$ cat src/rtl/ps2_arrow_decoder_pkg.sv
// Shared constants, state encodings and the arrow-code lookup for the PS/2 arrow decoder.
package ps2_pkg;

  // Scan code set 2 bytes of interest
  localparam logic [7:0] SC_EXT   = 8'hE0;
  localparam logic [7:0] SC_BRK   = 8'hF0;
  localparam logic [7:0] SC_UP    = 8'h75;
  localparam logic [7:0] SC_DOWN  = 8'h72;
  localparam logic [7:0] SC_LEFT  = 8'h6B;
  localparam logic [7:0] SC_RIGHT = 8'h74;
  localparam logic [7:0] SC_OVR0  = 8'h00;
  localparam logic [7:0] SC_OVR1  = 8'hFF;

  // Bit positions inside the key vector (ARROW_UP = 4'b0001)
  localparam int KEY_UP    = 0;
  localparam int KEY_DOWN  = 1;
  localparam int KEY_LEFT  = 2;
  localparam int KEY_RIGHT = 3;

  typedef enum logic [1:0] {
    RX_IDLE   = 2'd0,
    RX_DATA   = 2'd1,
    RX_PARITY = 2'd2,
    RX_STOP   = 2'd3
  } rx_state_t;

  typedef enum logic [1:0] {
    DEC_NORM    = 2'd0,
    DEC_BRK     = 2'd1,
    DEC_EXT     = 2'd2,
    DEC_EXT_BRK = 2'd3
  } dec_state_t;

  // One-hot key mask for an arrow make/break code; zero for any other byte
  function automatic logic [3:0] arrow_mask(input logic [7:0] code);
    logic [3:0] m;
    m = 4'b0000;
    case (code)
      SC_UP:    m[KEY_UP]    = 1'b1;
      SC_DOWN:  m[KEY_DOWN]  = 1'b1;
      SC_LEFT:  m[KEY_LEFT]  = 1'b1;
      SC_RIGHT: m[KEY_RIGHT] = 1'b1;
      default:  m = 4'b0000;
    endcase
    return m;
  endfunction

endpackage

$ cat src/rtl/ps2_arrow_decoder_rx.sv
// PS/2 byte receiver: pin synchroniser, clock glitch filter, 11-bit frame FSM and inactivity timeout.
module ps2_rx
  import ps2_pkg::*;
#(
  parameter int FILTER_LEN     = 4,
  parameter int TIMEOUT_CYCLES = 65000
) (
  input  logic       pclk,
  input  logic       rst,
  input  logic       ps2_clk,
  input  logic       ps2_data,
  output logic [7:0] scan_code,
  output logic       scan_valid,
  output logic       frame_err
);

  localparam int FW = $clog2(FILTER_LEN + 1);
  localparam int TW = $clog2(TIMEOUT_CYCLES + 1);
  localparam logic [FW-1:0] FILT_LAST = FW'(FILTER_LEN - 1);
  localparam logic [TW-1:0] TO_LAST   = TW'(TIMEOUT_CYCLES - 1);

  logic [1:0]    r_clk_sync;
  logic [1:0]    r_data_sync;
  logic          r_filt_level;
  logic [FW-1:0] r_filt_cnt;
  rx_state_t     r_state;
  rx_state_t     w_state_next;
  logic [2:0]    r_bit_cnt;
  logic [7:0]    r_shift;
  logic          r_parity;
  logic [TW-1:0] r_to_cnt;
  logic [7:0]    r_scan_code;
  logic          r_scan_valid;
  logic          r_frame_err;

  logic w_clk_s;
  logic w_data_s;
  logic w_filt_flip;
  logic w_strobe;
  logic w_timeout;
  logic w_frame_good;
  logic w_frame_bad;

  assign w_clk_s  = r_clk_sync[1];
  assign w_data_s = r_data_sync[1];

  // The filtered level flips on the FILTER_LEN-th consecutive sample that disagrees with it
  assign w_filt_flip = (w_clk_s != r_filt_level) && (r_filt_cnt == FILT_LAST);
  assign w_strobe    = w_filt_flip && r_filt_level;
  assign w_timeout   = (r_state != RX_IDLE) && !w_strobe && (r_to_cnt == TO_LAST);

  // Two-stage synchronisers; reset to the idle-high bus level so no false edge appears
  always_ff @(posedge pclk) begin
    if (rst) begin
      r_clk_sync  <= 2'b11;
      r_data_sync <= 2'b11;
    end else begin
      r_clk_sync  <= {r_clk_sync[0], ps2_clk};
      r_data_sync <= {r_data_sync[0], ps2_data};
    end
  end

  // Glitch filter on the synchronised PS/2 clock
  always_ff @(posedge pclk) begin
    if (rst) begin
      r_filt_level <= 1'b1;
      r_filt_cnt   <= '0;
    end else if (w_clk_s == r_filt_level) begin
      r_filt_cnt <= '0;
    end else if (w_filt_flip) begin
      r_filt_level <= w_clk_s;
      r_filt_cnt   <= '0;
    end else begin
      r_filt_cnt <= r_filt_cnt + 1'b1;
    end
  end

  // Frame FSM next state and end-of-frame verdict
  always_comb begin
    w_state_next = r_state;
    w_frame_good = 1'b0;
    w_frame_bad  = 1'b0;
    if (w_timeout) begin
      w_state_next = RX_IDLE;
    end else if (w_strobe) begin
      case (r_state)
        RX_IDLE:   if (!w_data_s) w_state_next = RX_DATA;
        RX_DATA:   if (r_bit_cnt == 3'd7) w_state_next = RX_PARITY;
        RX_PARITY: w_state_next = RX_STOP;
        RX_STOP: begin
          w_state_next = RX_IDLE;
          // Odd parity over data+parity and a high stop bit make a good frame
          if (w_data_s && (^{r_shift, r_parity})) w_frame_good = 1'b1;
          else                                    w_frame_bad  = 1'b1;
        end
        default:   w_state_next = RX_IDLE;
      endcase
    end
  end

  // Frame FSM state register
  always_ff @(posedge pclk) begin
    if (rst) r_state <= RX_IDLE;
    else     r_state <= w_state_next;
  end

  // Shift register, bit counter, timeout counter and output pulses
  always_ff @(posedge pclk) begin
    if (rst) begin
      r_bit_cnt    <= '0;
      r_shift      <= '0;
      r_parity     <= 1'b0;
      r_to_cnt     <= '0;
      r_scan_code  <= '0;
      r_scan_valid <= 1'b0;
      r_frame_err  <= 1'b0;
    end else begin
      r_scan_valid <= w_frame_good;
      r_frame_err  <= w_frame_bad | w_timeout;
      if (w_frame_good) r_scan_code <= r_shift;
      if (r_state == RX_IDLE || w_strobe) r_to_cnt <= '0;
      else                                r_to_cnt <= r_to_cnt + 1'b1;
      if (w_strobe) begin
        case (r_state)
          RX_IDLE:   r_bit_cnt <= '0;
          RX_DATA: begin
            r_shift   <= {w_data_s, r_shift[7:1]};
            r_bit_cnt <= r_bit_cnt + 1'b1;
          end
          RX_PARITY: r_parity <= w_data_s;
          default:   r_bit_cnt <= r_bit_cnt;
        endcase
      end
    end
  end

  assign scan_code  = r_scan_code;
  assign scan_valid = r_scan_valid;
  assign frame_err  = r_frame_err;

endmodule

$ cat src/rtl/ps2_arrow_decoder.sv
// PS/2 arrow-key decoder: receives scan codes and keeps a held up/down/left/right vector.
module ps2_arrow_decoder
  import ps2_pkg::*;
#(
  parameter int FILTER_LEN     = 4,
  parameter int TIMEOUT_CYCLES = 65000
) (
  input  logic       pclk,
  input  logic       rst,
  input  logic       ps2_clk,
  input  logic       ps2_data,
  output logic [3:0] key,
  output logic [7:0] scan_code,
  output logic       scan_valid,
  output logic       frame_err
);

  logic [7:0] w_scan_code;
  logic       w_scan_valid;
  logic       w_frame_err;
  logic [3:0] w_mask;
  dec_state_t r_dec;
  dec_state_t w_dec_next;
  logic [3:0] r_key;
  logic [3:0] w_key_next;

  ps2_rx #(
    .FILTER_LEN    (FILTER_LEN),
    .TIMEOUT_CYCLES(TIMEOUT_CYCLES)
  ) u_rx (
    .pclk      (pclk),
    .rst       (rst),
    .ps2_clk   (ps2_clk),
    .ps2_data  (ps2_data),
    .scan_code (w_scan_code),
    .scan_valid(w_scan_valid),
    .frame_err (w_frame_err)
  );

  assign w_mask = arrow_mask(w_scan_code);

  // Prefix tracking (E0 / F0) and key set/clear, advanced only by receiver events
  always_comb begin
    w_dec_next = r_dec;
    w_key_next = r_key;
    if (w_frame_err) begin
      w_dec_next = DEC_NORM;
    end else if (w_scan_valid) begin
      case (r_dec)
        DEC_NORM: begin
          if (w_scan_code == SC_EXT)      w_dec_next = DEC_EXT;
          else if (w_scan_code == SC_BRK) w_dec_next = DEC_BRK;
          else if (w_scan_code == SC_OVR0 || w_scan_code == SC_OVR1) w_key_next = 4'b0000;
        end
        DEC_BRK: w_dec_next = DEC_NORM;
        DEC_EXT: begin
          if (w_scan_code == SC_BRK) begin
            w_dec_next = DEC_EXT_BRK;
          end else begin
            w_dec_next = DEC_NORM;
            w_key_next = r_key | w_mask;
          end
        end
        DEC_EXT_BRK: begin
          w_dec_next = DEC_NORM;
          w_key_next = r_key & ~w_mask;
        end
        default: w_dec_next = DEC_NORM;
      endcase
    end
  end

  // Decoder state and held key vector
  always_ff @(posedge pclk) begin
    if (rst) begin
      r_dec <= DEC_NORM;
      r_key <= 4'b0000;
    end else begin
      r_dec <= w_dec_next;
      r_key <= w_key_next;
    end
  end

  assign key        = r_key;
  assign scan_code  = w_scan_code;
  assign scan_valid = w_scan_valid;
  assign frame_err  = w_frame_err;

endmodule

$ cat config.mk
export PLATFORM = sky130hd
export DESIGN_NAME = ps2_arrow_decoder
export DESIGN_NICKNAME = d
export VERILOG_FILES = /design/src/rtl/ps2_arrow_decoder_pkg.sv /design/src/rtl/ps2_arrow_decoder_rx.sv /design/src/rtl/ps2_arrow_decoder.sv
export SDC_FILE = /design/constraint.sdc
export NUM_CORES = 1
export LEC_CHECK = 0
export ABC_AREA = 1
export CORE_MARGIN = 1
export CORE_UTILIZATION = 40
export DETAILED_ROUTE_END_ITERATION = 10
export GPL_TIMING_DRIVEN = 0
export PLACE_DENSITY_LB_ADDON = 0.3
export SYNTH_ARGS = -nofsm -noshare
export SYNTH_HDL_FRONTEND = slang
export SYNTH_SLANG_ARGS = --single-unit
$ cat constraint.sdc
create_clock -name pclk -period 1.6 [get_ports pclk]
set_clock_uncertainty 0.2 [all_clocks]
set_input_delay 0.24 -clock pclk [delete_from_list [all_inputs] [get_ports pclk]]
set_output_delay 0.24 -clock pclk [all_outputs]
set_load 0.03 [all_outputs]
# Yosys cells after proc, flatten, opt, wreduce, memory -nomap -nowiden
# Cells that the tools add are included.
# classes
addsub	3
eq_ne	25
muxes	25
n_bitwise	6
reduce_logical	27
# op_table
op	n
8-bit by 7-bit equality test with 1-bit output, second input constant	4
8-bit equality test, second input constant	3
16-bit by 1-bit adder with 16-bit output, second input constant	1
16-bit equality test, second input constant	1
4-bit 2-to-1 mux	4
1-bit 2-to-1 mux	12
4-bit one-hot mux with 3 select lines	1
2-bit 2-to-1 mux	5
2-bit inequality test, second input constant	5
2-bit AND reduction	5
9-bit XOR reduction	1
2-bit equality test, second input constant	4
8-bit logical NOT	1
2-bit one-hot mux with 4 select lines	1
2-bit OR reduction	4
7-bit AND reduction	1
3-bit by 1-bit adder with 3-bit output, second input constant	2
2-bit one-hot mux with 3 select lines	1
3-bit one-hot mux with 2 select lines	1
1-bit logical AND	5
4-bit bitwise AND	1
2-bit by 1-bit equality test with 1-bit output, second input constant	2
2-bit logical NOT	2
4-bit NOT	1
15 further kinds	18
# totals
ff_bits	54
in_bits	4
output_inout_bits	14
elab_cells	100

# Depth between registers and ports, before layout
# Gate-level depths: netlist of run 1.
# logic_depth
ltp_word	8
depth_mapped	12
mapped_depth_nobuf	12

# By module
# Synthesis of run 1 repeated with hierarchy kept, for this count alone.
# unflattened
cells_unflattened	418
hier_area_um2	2965.3
# modules_own_cells
mod	n_inst	cells_each	area_each_um2	seq_area_each_um2
ps2_rx	1	310	2283.4	960.9
ps2_arrow_decoder	1	108	681.9	120.1

# Worst setup path after synthesis of run 1
# OpenSTA, ideal clock, no wires.
# synth_timing
kind	register to register
from	register u_rx.r_filt_cnt[0]
to	register u_rx.r_to_cnt[4]
setup_ns	0.080
t_arrival_ns	1.442
required_time_ns	1.320
path_slack_ns	-0.122
path_stages_with_launch	9
n_path_buf	1
period_less_slack_ns	1.722
path_cell_list	dfxtp_1 ha_1 ha_1 nand3_2 nand2_1 nor2_1 inv_1 buf_2 nor3b_1
# synth_between
elab_chain_cells	5
# synth_lines
element	line_no	text
start, declared	ps2_arrow_decoder_rx.sv:25	logic [FW-1:0] r_filt_cnt;
start signal, assigned	ps2_arrow_decoder_rx.sv:74	r_filt_cnt <= r_filt_cnt + 1'b1;
3-bit by 2-bit equality test with 1-bit output	ps2_arrow_decoder_rx.sv:48	assign w_filt_flip = (w_clk_s != r_filt_level) && (r_filt_cnt == FILT_LAST);
1-bit logical AND	ps2_arrow_decoder_rx.sv:48	
1-bit logical AND	ps2_arrow_decoder_rx.sv:49	assign w_strobe = w_filt_flip && r_filt_level;
1-bit logical OR	ps2_arrow_decoder_rx.sv:121	if (r_state == RX_IDLE || w_strobe) r_to_cnt <= '0;
2-bit OR reduction (no line)	-	
end signal, assigned	ps2_arrow_decoder_rx.sv:122	else r_to_cnt <= r_to_cnt + 1'b1;
end, declared	ps2_arrow_decoder_rx.sv:31	logic [TW-1:0] r_to_cnt;
# Every way passes these cells.
# A chain may end at the register's enable or synchronous reset.

# Final worst setup path of run 1
# layout_timing
from	register u_rx.r_shift[0]
to	register u_rx.r_scan_code[4] (netlist: u_rx.scan_code[4])
# layout_between
elab_chain_cells	6
# layout_lines
element	line_no	text
start, declared	ps2_arrow_decoder_rx.sv:29	logic [7:0] r_shift;
start signal, assigned	ps2_arrow_decoder_rx.sv:127	r_shift <= {w_data_s, r_shift[7:1]};
9-bit XOR reduction	ps2_arrow_decoder_rx.sv:93	if (w_data_s && (^{r_shift, r_parity})) w_frame_good = 1'b1;
1-bit logical AND	ps2_arrow_decoder_rx.sv:93	
1-bit 2-to-1 mux	ps2_arrow_decoder_rx.sv:93	
1-bit 2-to-1 mux	ps2_arrow_decoder_rx.sv:86	case (r_state)
1-bit 2-to-1 mux	ps2_arrow_decoder_rx.sv:85	end else if (w_strobe) begin
1-bit 2-to-1 mux	ps2_arrow_decoder_rx.sv:83	if (w_timeout) begin
end signal, assigned	ps2_arrow_decoder_rx.sv:120	if (w_frame_good) r_scan_code <= r_shift;
end, declared	ps2_arrow_decoder_rx.sv:32	logic [7:0] r_scan_code;
# Every way passes these cells.

==> results.ini, run 1 <==
[outcome]
status = complete, but fails checks
violations = design-rule violations, negative setup slack

[sta]
finalSetupViolCount = 9
fmax_ghz = 0.6078
worst_slew_margin_rel_pct = 66.87
period_minus_slack_ns = 1.645
timing.final.crit_share_pct = 102.8
rsz0062_at_grt = true
setup_slack_ns = -0.04515
fin_setup_tns_ns = -0.2833
hold_violations = 0
worst_pin_slew_ns = 0.4970
slew_viol_final = 0

[placement]
place_hpwl_um = 4009
place_ws_ns = -0.3671
gp_congestion = 0.8251
port_buffers = 17

[min_path]
holdCritStartpoint = u_rx.r_clk_sync[0]
holdPathEnd = u_rx.r_clk_sync[1]
hp-class = reg2reg
whs_path_depth = 1

[die]
die_x_um = 84.37
std_cell_rows = 29
die-height_um = 84.37
start_util_pct = 42.02
die_area_um2 = 7118
core-area_um2 = 6459
io_pins = 18

[synthesis]
ys_seq_area_share_pct = 39.83
ys_ff_latch = 54
synth_area_um2 = 2714
synth_edf_count = 0
synth.distinct_cells = 35
synthTopCellsByArea = dfxtp_1 (40%), nand2_1 (12%), nor2_1 (7.3%)
avgSynthCellArea_um2 = 7.031
yosysTopAreaCell = dfxtp_1
ys.flop_type = dfxtp_1
synthesis.nets = 399
yosysMostFrequentCell = nand2_1
synth.top_cell.area_share_pct = 39.83
yosysWarningCount = 0
synth_top_cells_by_count = nand2_1 (89), dfxtp_1 (54), nor2_1 (53)
syn_inst = 386
synthArstFlopShare_pct = 0

[clock_tree]
cts_num_sinks = 54
cts_tree = yes
cts.clk_slew.worst_paths_ns = 0.10
cts_inserted_buffers = 5
cts_root_buf = clkbuf_8
htree_levels = 2
clkLatencyLatePin_ns = 0.31
clk_path_buf_depth = 2

[finish]
syn_to_final_growth_pct = 34.85
nets = 443
drive_gt1_share_pct = 36.28
antennaDiodeCount = 0

[critical_path]
start_kind = flip-flop
path_class = reg2reg
r2r-start = u_rx.r_shift[0]
required_ns = 1.64
regToRegSetupSlack_ns = -0.05
r2r-end = u_rx.scan_code[4]
cp.arrival_ns = 1.69
path_max_fanout = 8
worstSetupEndpointType = flip-flop
r2r_cells = 12

[drt]
routedWlPerCell_um = 11.98
ant_nets = 0
drt-total-wl_um = 6073
drc = 6
dr.pass1.iters = 7
via_per_inst = 5.008
routed-via-count = 2539
drt_iter0_drc = 100

[grt]
grt_pass1_wl_um = 10090
grt_antenna_before_repair = 0
globalRouteOverflowTotal = 0
grt_use_total_pct = 17.12
grt_max_degree = 17
grt_pass1_vias = 2376

[job]
drv_cap = 0

[power_and_ir_drop]
p_leak_nw = 1.571
p_per_area_nw_per_um2 = 625.4
vdd_drop_max_mv = 0.4658

metrics by stage:
| step | hold WS [ns] | instance area, um2 | instances | total power [W] | util, % |
|---|---|---|---|---|---|
| after global routing | 0.2496 | 3660 | 507 | 0.002383 | 56.66 |
| after floorplan | 0.1438 | 2739 | 386 | 0.001410 | - |
| after global placement | 0.1925 | 3005 | 480 | 0.001428 | 46.53 |
| final | 0.2185 | 3660 | 507 | 0.002289 | 56.66 |
| after CTS | 0.2187 | 3293 | 495 | 0.002340 | 50.99 |
| after detailed placement | 0.1940 | 3005 | 480 | 0.001428 | 46.53 |
power breakdown:
| part | switching (W) | leakage [nW] | internal, W |
|---|---|---|---|
| registers | 0.00000310 | 0.455 | 0.00132 |
| logic | 0.0000318 | 1.06 | 0.0000196 |
| clock network | 0.000454 | 0.0542 | 0.000461 |
cell usage in the layout (no fill, tap or decap), types with 7 or more instances in the layout:
| cell type | count |
|---|---|
| nand3_1 | 14 |
| nor2_2 | 9 |
| o21ai_1 | 7 |
| buf_4 | 14 |
| dfxtp_1 | 26 |
| o21ai_0 | 8 |
| nand2_4 | 8 |
| a21oi_1 | 23 |
| nand4_1 | 12 |
| nor2_1 | 42 |
| nand2_2 | 16 |
| inv_1 | 30 |
| dfxtp_2 | 11 |
| nor2_4 | 8 |
| inv_2 | 10 |
| o21ai_2 | 8 |
| dfxtp_4 | 17 |
| nand2_1 | 73 |
| dlygate4sd2_1 | 13 |
worst max-delay path, stage by stage (launching register included):
cell,delay [ns]
dfxtp_4,0.39
inv_4,0.05
nand2_4,0.08
nand2_4,0.06
nand2_2,0.07
nand2_1,0.05
nand2_1,0.07
nand2_1,0.06
nand2_1,0.08
nand3_2,0.11
nor2_4,0.21
nor2_1,0.08
nor2_1,0.08
logic make-up (layout without fill, tap and decap cells):
family	Yosys count	count (layout)	synth area share [%]
DFF	54	54	39.83
xor gates and xnor gates	3	3	0.9684
AOI/OAI and AO/OA	54	54	10.33
and+or+nand+nor	215	215	37.58
adders and majority gates	9	9	4.149
buffers and inverters	51	95	7.146
repair_timing:
action / in CTS / in global routing
buffers inserted: 7 / 12
resized for setup: 59 / 103
setup endpoints to repair: 56 / 44
pin swaps: 23 / 30
gates cloned: 1 / 0
hold buffers: 0 / 0
registers in the layout (all words and copies together), names as in the netlist, 2 cells and up:
name              cells
r_dec                 2
u_rx.r_filt_cnt       3
u_rx.scan_code        8
key                   4
u_rx.r_shift          8
u_rx.r_data_sync      2
u_rx.r_to_cnt        16
u_rx.r_bit_cnt        3
u_rx.r_state          2
u_rx.r_clk_sync       2
worst max path at each step:
| stage | from | end | slack (ns) | depth (start not counted) |
|---|---|---|---|---|
| 3_3_place_gp | u_rx.r_filt_cnt[0] | u_rx.r_shift[6] | -0.35 | 7 |
| 6_report | u_rx.r_shift[0] | u_rx.scan_code[4] | -0.05 | 12 |
| 3_5_place_dp | u_rx.r_filt_cnt[0] | u_rx.r_shift[6] | -0.37 | 7 |
| 5_1_grt | u_rx.r_shift[0] | u_rx.scan_code[7] | -0.22 | 12 |
| 4_1_cts | u_rx.r_to_cnt[0] | u_rx.r_to_cnt[12] | -0.04 | 8 |
| 2_1_floorplan | u_rx.r_filt_cnt[0] | u_rx.r_to_cnt[4] | -0.02 | 8 |
routing by layer:
metal	GRT usage [%]	wire length (um)	vias to the layer above	share of wire, %
li1	-	-	1341	-
met1	20.62	2804	1163	46
met2	30.63	3023	27	50
met3	3.638	155	8	2.6
met4	5.239	90	0	1.5
met5	0	0	-	0
cell type report:
class / count / area [um2]
fillers: 608 / 2799
flip-flops and latches: 54 / 1159
clock inverters: 2 / 38.79
well taps: 77 / 96.34
multi-input cells: 281 / 1742
plain buffers: 6 / 40.04
repair buffers: 37 / 329.1
inverters: 45 / 186.4
clock buffers: 5 / 68.82
Note: power is estimated with default switching activity, not from simulation.
==> inputs of run 2 (changes only) <==
==> constraint.sdc (replaced) <==
create_clock -name pclk -period 2.11 [get_ports pclk]
set_clock_uncertainty 0.2 [all_clocks]
set_input_delay 0.3165 -clock pclk [delete_from_list [all_inputs] [get_ports pclk]]
set_output_delay 0.3165 -clock pclk [all_outputs]
set_load 0.03 [all_outputs]
==> run 2 against run 1 <==
Effect of this change:
- the flow finishes with violations (design-rule violations)
- register-to-register slack improved by 0.27 ns
- worst setup slack improved by 0.16 ns
- sequential share of layout area rose by 3.1 points
- die area did not move
- clock power fell by 32%
- combinational power fell by 31%
- cell area fell by 15%
- count of clock-buffer cells in the layout rose by 1
- largest cell class unchanged
==> results.ini, run 2 (synthesis results as in run 1) <==
[clock_tree]
cts_inserted_buffers = 5  ; unchanged
cts.clk_slew.worst_paths_ns = 0.10  ; about the same
cts_tree = yes  ; unchanged
ctsHoldBuffers = 0  ; unchanged
cts_root_buf = clkbuf_8  ; unchanged
clkLatencyLatePin_ns = 0.31  ; about the same
cts_num_sinks = 54  ; unchanged
htree_levels = 2  ; unchanged
clk_path_buf_depth = 2  ; unchanged

[critical_path]
slowest_delay_ns = 0.71  ; was 0.39 ns
path_max_fanout = 6  ; was 8
cp.arrival_ns = 1.48  ; was 1.69 ns
worstSetupEndpointType = output port  ; was flip-flop
cp-endpoint = scan_code[7]  ; was u_rx.scan_code[4]
start_kind = flip-flop  ; unchanged
regToRegSetupSlack_ns = 0.22  ; was -0.05 ns
path_depth = 1  ; was 12
critPathSlowestCell = clkdlybuf4s50_1  ; was dfxtp_4
required_ns = 1.59  ; was 1.64 ns
r2r-start = u_rx.r_filt_cnt[0]  ; was u_rx.r_shift[0]
r2r-end = u_rx.scan_code[2]  ; was u_rx.scan_code[4]
path_cells = clkdlybuf4s50_1  ; was inv_4 > nand2_4 > nand2_4 > nand2_2 > nand2_1 > nand2_1 > nand2_1 > nand2_1 > nand3_2 > nor2_4 > nor2_1 > nor2_1
crit_family = buffers and inverters  ; was simple AND/OR/NAND/NOR gates
path_class = reg2out  ; was reg2reg
startpoint = u_rx.scan_code[7]  ; was u_rx.r_shift[0]
r2r_cells = 9  ; was 12
cp_num_buf_inv = 1  ; unchanged

[die]
die-height_um = 84.37  ; unchanged
die_area_um2 = 7118  ; unchanged
die_x_um = 84.37  ; unchanged
core-area_um2 = 6459  ; unchanged
std_cell_rows = 29  ; unchanged
start_util_pct = 42.02  ; unchanged
io_pins = 18  ; unchanged

[finish]
stdcell_area_um2 = 3109  ; was 3660 um2
final_cell_mix = nand2_1 (88), dfxtp_1 (54), nor2_1 (52)  ; was nand2_1 (73), nor2_1 (42), inv_1 (30)
nFillCells = 653  ; was 608
largest_register_ff_count = 16  ; unchanged
syn_to_final_growth_pct = 14.57  ; was 34.85%
layout.cells.non_filler = 489  ; was 507
seqCellArea_um2 = 1081  ; was 1159 um2
antennaDiodeCount = 0  ; unchanged
multi_input_area_um2 = 1454  ; was 1742 um2
final_common_cell = nand2_1  ; unchanged
final_util_pct = 48.14  ; was 56.66%
top_register = u_rx.r_to_cnt  ; unchanged
drive_gt1_share_pct = 10.68  ; was 36.28%
nets = 424  ; was 443

[grt]
globalRouteOverflowTotal = 0  ; unchanged
grt_pass1_wl_um = 9798  ; was 10090 um
grt_pass1_vias = 2267  ; was 2376
grt_max_degree = 18  ; was 17
grt_use_total_pct = 16.79  ; was 17.12%
grt_antenna_before_repair = 0  ; unchanged

[placement]
place_hpwl_um = 4087  ; was 4009 um
gp_congestion = 0.8202  ; was 0.8251
port_buffers = 17  ; unchanged
dp.cells = 480  ; unchanged
place_ws_ns = 0.08566  ; was -0.3671 ns
placed_cell_area_um2 = 2980  ; was 3005 um2

[power_and_ir_drop]
p_leak_nw = 1.269  ; was 1.571 nW
p_per_area_nw_per_um2 = 540.2  ; was 625.4 nW/um2
vdd_drop_max_mv = 0.4473  ; was 0.4658 mV

[sta]
rsz0062_at_grt = false  ; was true
timing.final.crit_share_pct = 94.54
hold_violations = 0  ; unchanged
fin_setup_tns_ns = 0  ; was -0.2833 ns
finalSetupViolCount = 0  ; was 9
setup_slack_ns = 0.1152  ; was -0.04515 ns
period_minus_slack_ns = 1.995
worst_pin_slew_ns = 0.4976  ; was 0.4970 ns
slew_viol_final = 0  ; unchanged
fmax_ghz = 0.5013
worst_slew_margin_rel_pct = 66.83  ; was 66.87%

[drt]
routedWlPerCell_um = 11.11  ; was 11.98 um
ant_nets = 0  ; unchanged
dr.pass1.iters = 7  ; unchanged
drt_iter0_drc = 135  ; was 100
routed-via-count = 2422  ; was 2539
drc = 1  ; was 6
drt-total-wl_um = 5434  ; was 6073 um
via_per_inst = 4.953  ; was 5.008

[min_path]
hp-class = reg2reg  ; unchanged
holdCritStartpoint = u_rx.r_clk_sync[0]  ; unchanged

[outcome]
status = complete, but fails checks  ; unchanged
violations = design-rule violations  ; was design-rule violations, negative setup slack

[job]
drv_cap = 0  ; unchanged

[run 2: routing by layer]
metal	GRT usage (%)	vias up	wire length, um
met5	0	-	0
met3	3.835	7	193
met1	20.33	1081	2584
li1	-	1298	-
met2	30.03	36	2607
met4	4.468	0	49
[run 2: report_power, final]
part           internal (W)  leakage, nW  switching, W
clock              0.000271       0.0514      0.000349
combinational     0.0000138        0.782     0.0000216
sequential          0.00102        0.436    0.00000193
total               0.00131         1.27      0.000372
[run 2: per-stage QoR]
stage          hold WS (ns)  total power [W]
6_report             0.2215         0.001680
5_1_grt              0.2420         0.001747
2_1_floorplan        0.1895         0.001069
3_3_place_gp         0.1927         0.001083
4_1_cts              0.2279         0.001699
3_5_place_dp         0.2026         0.001084
[run 2: worst min-delay path by stage]
stage                           to  slack, ns  cells after the start
2_1_floorplan   u_rx.r_clk_sync[1]       0.19                      1
3_3_place_gp   u_rx.r_data_sync[1]       0.19                      1
3_5_place_dp    u_rx.r_clk_sync[1]       0.20                      1
4_1_cts         u_rx.r_clk_sync[1]       0.23                      1
5_1_grt         u_rx.r_clk_sync[1]       0.24                      1
6_report        u_rx.r_clk_sync[1]       0.22                      1
[run 2: area by class of cell]
class | instances | area share [%]
multi-input combinational | 281 | 46.76
sequential | 54 | 34.77
inverter | 45 | 5.553
timing repair buffer | 17 | 5.473
tap | 77 | 3.099
clock buffer | 6 | 2.656
buffer | 6 | 0.8853
clock inverter | 2 | 0.5634
timing repair inverter | 1 | 0.2414
[run 2: what timing repair did]
action | 4_1_cts | 5_1_grt
gates resized for setup | 0 | 7
endpoints found under the hold margin | 0 | 0
setup buffers | 0 | 0
setup endpoints to repair | 0 | 22
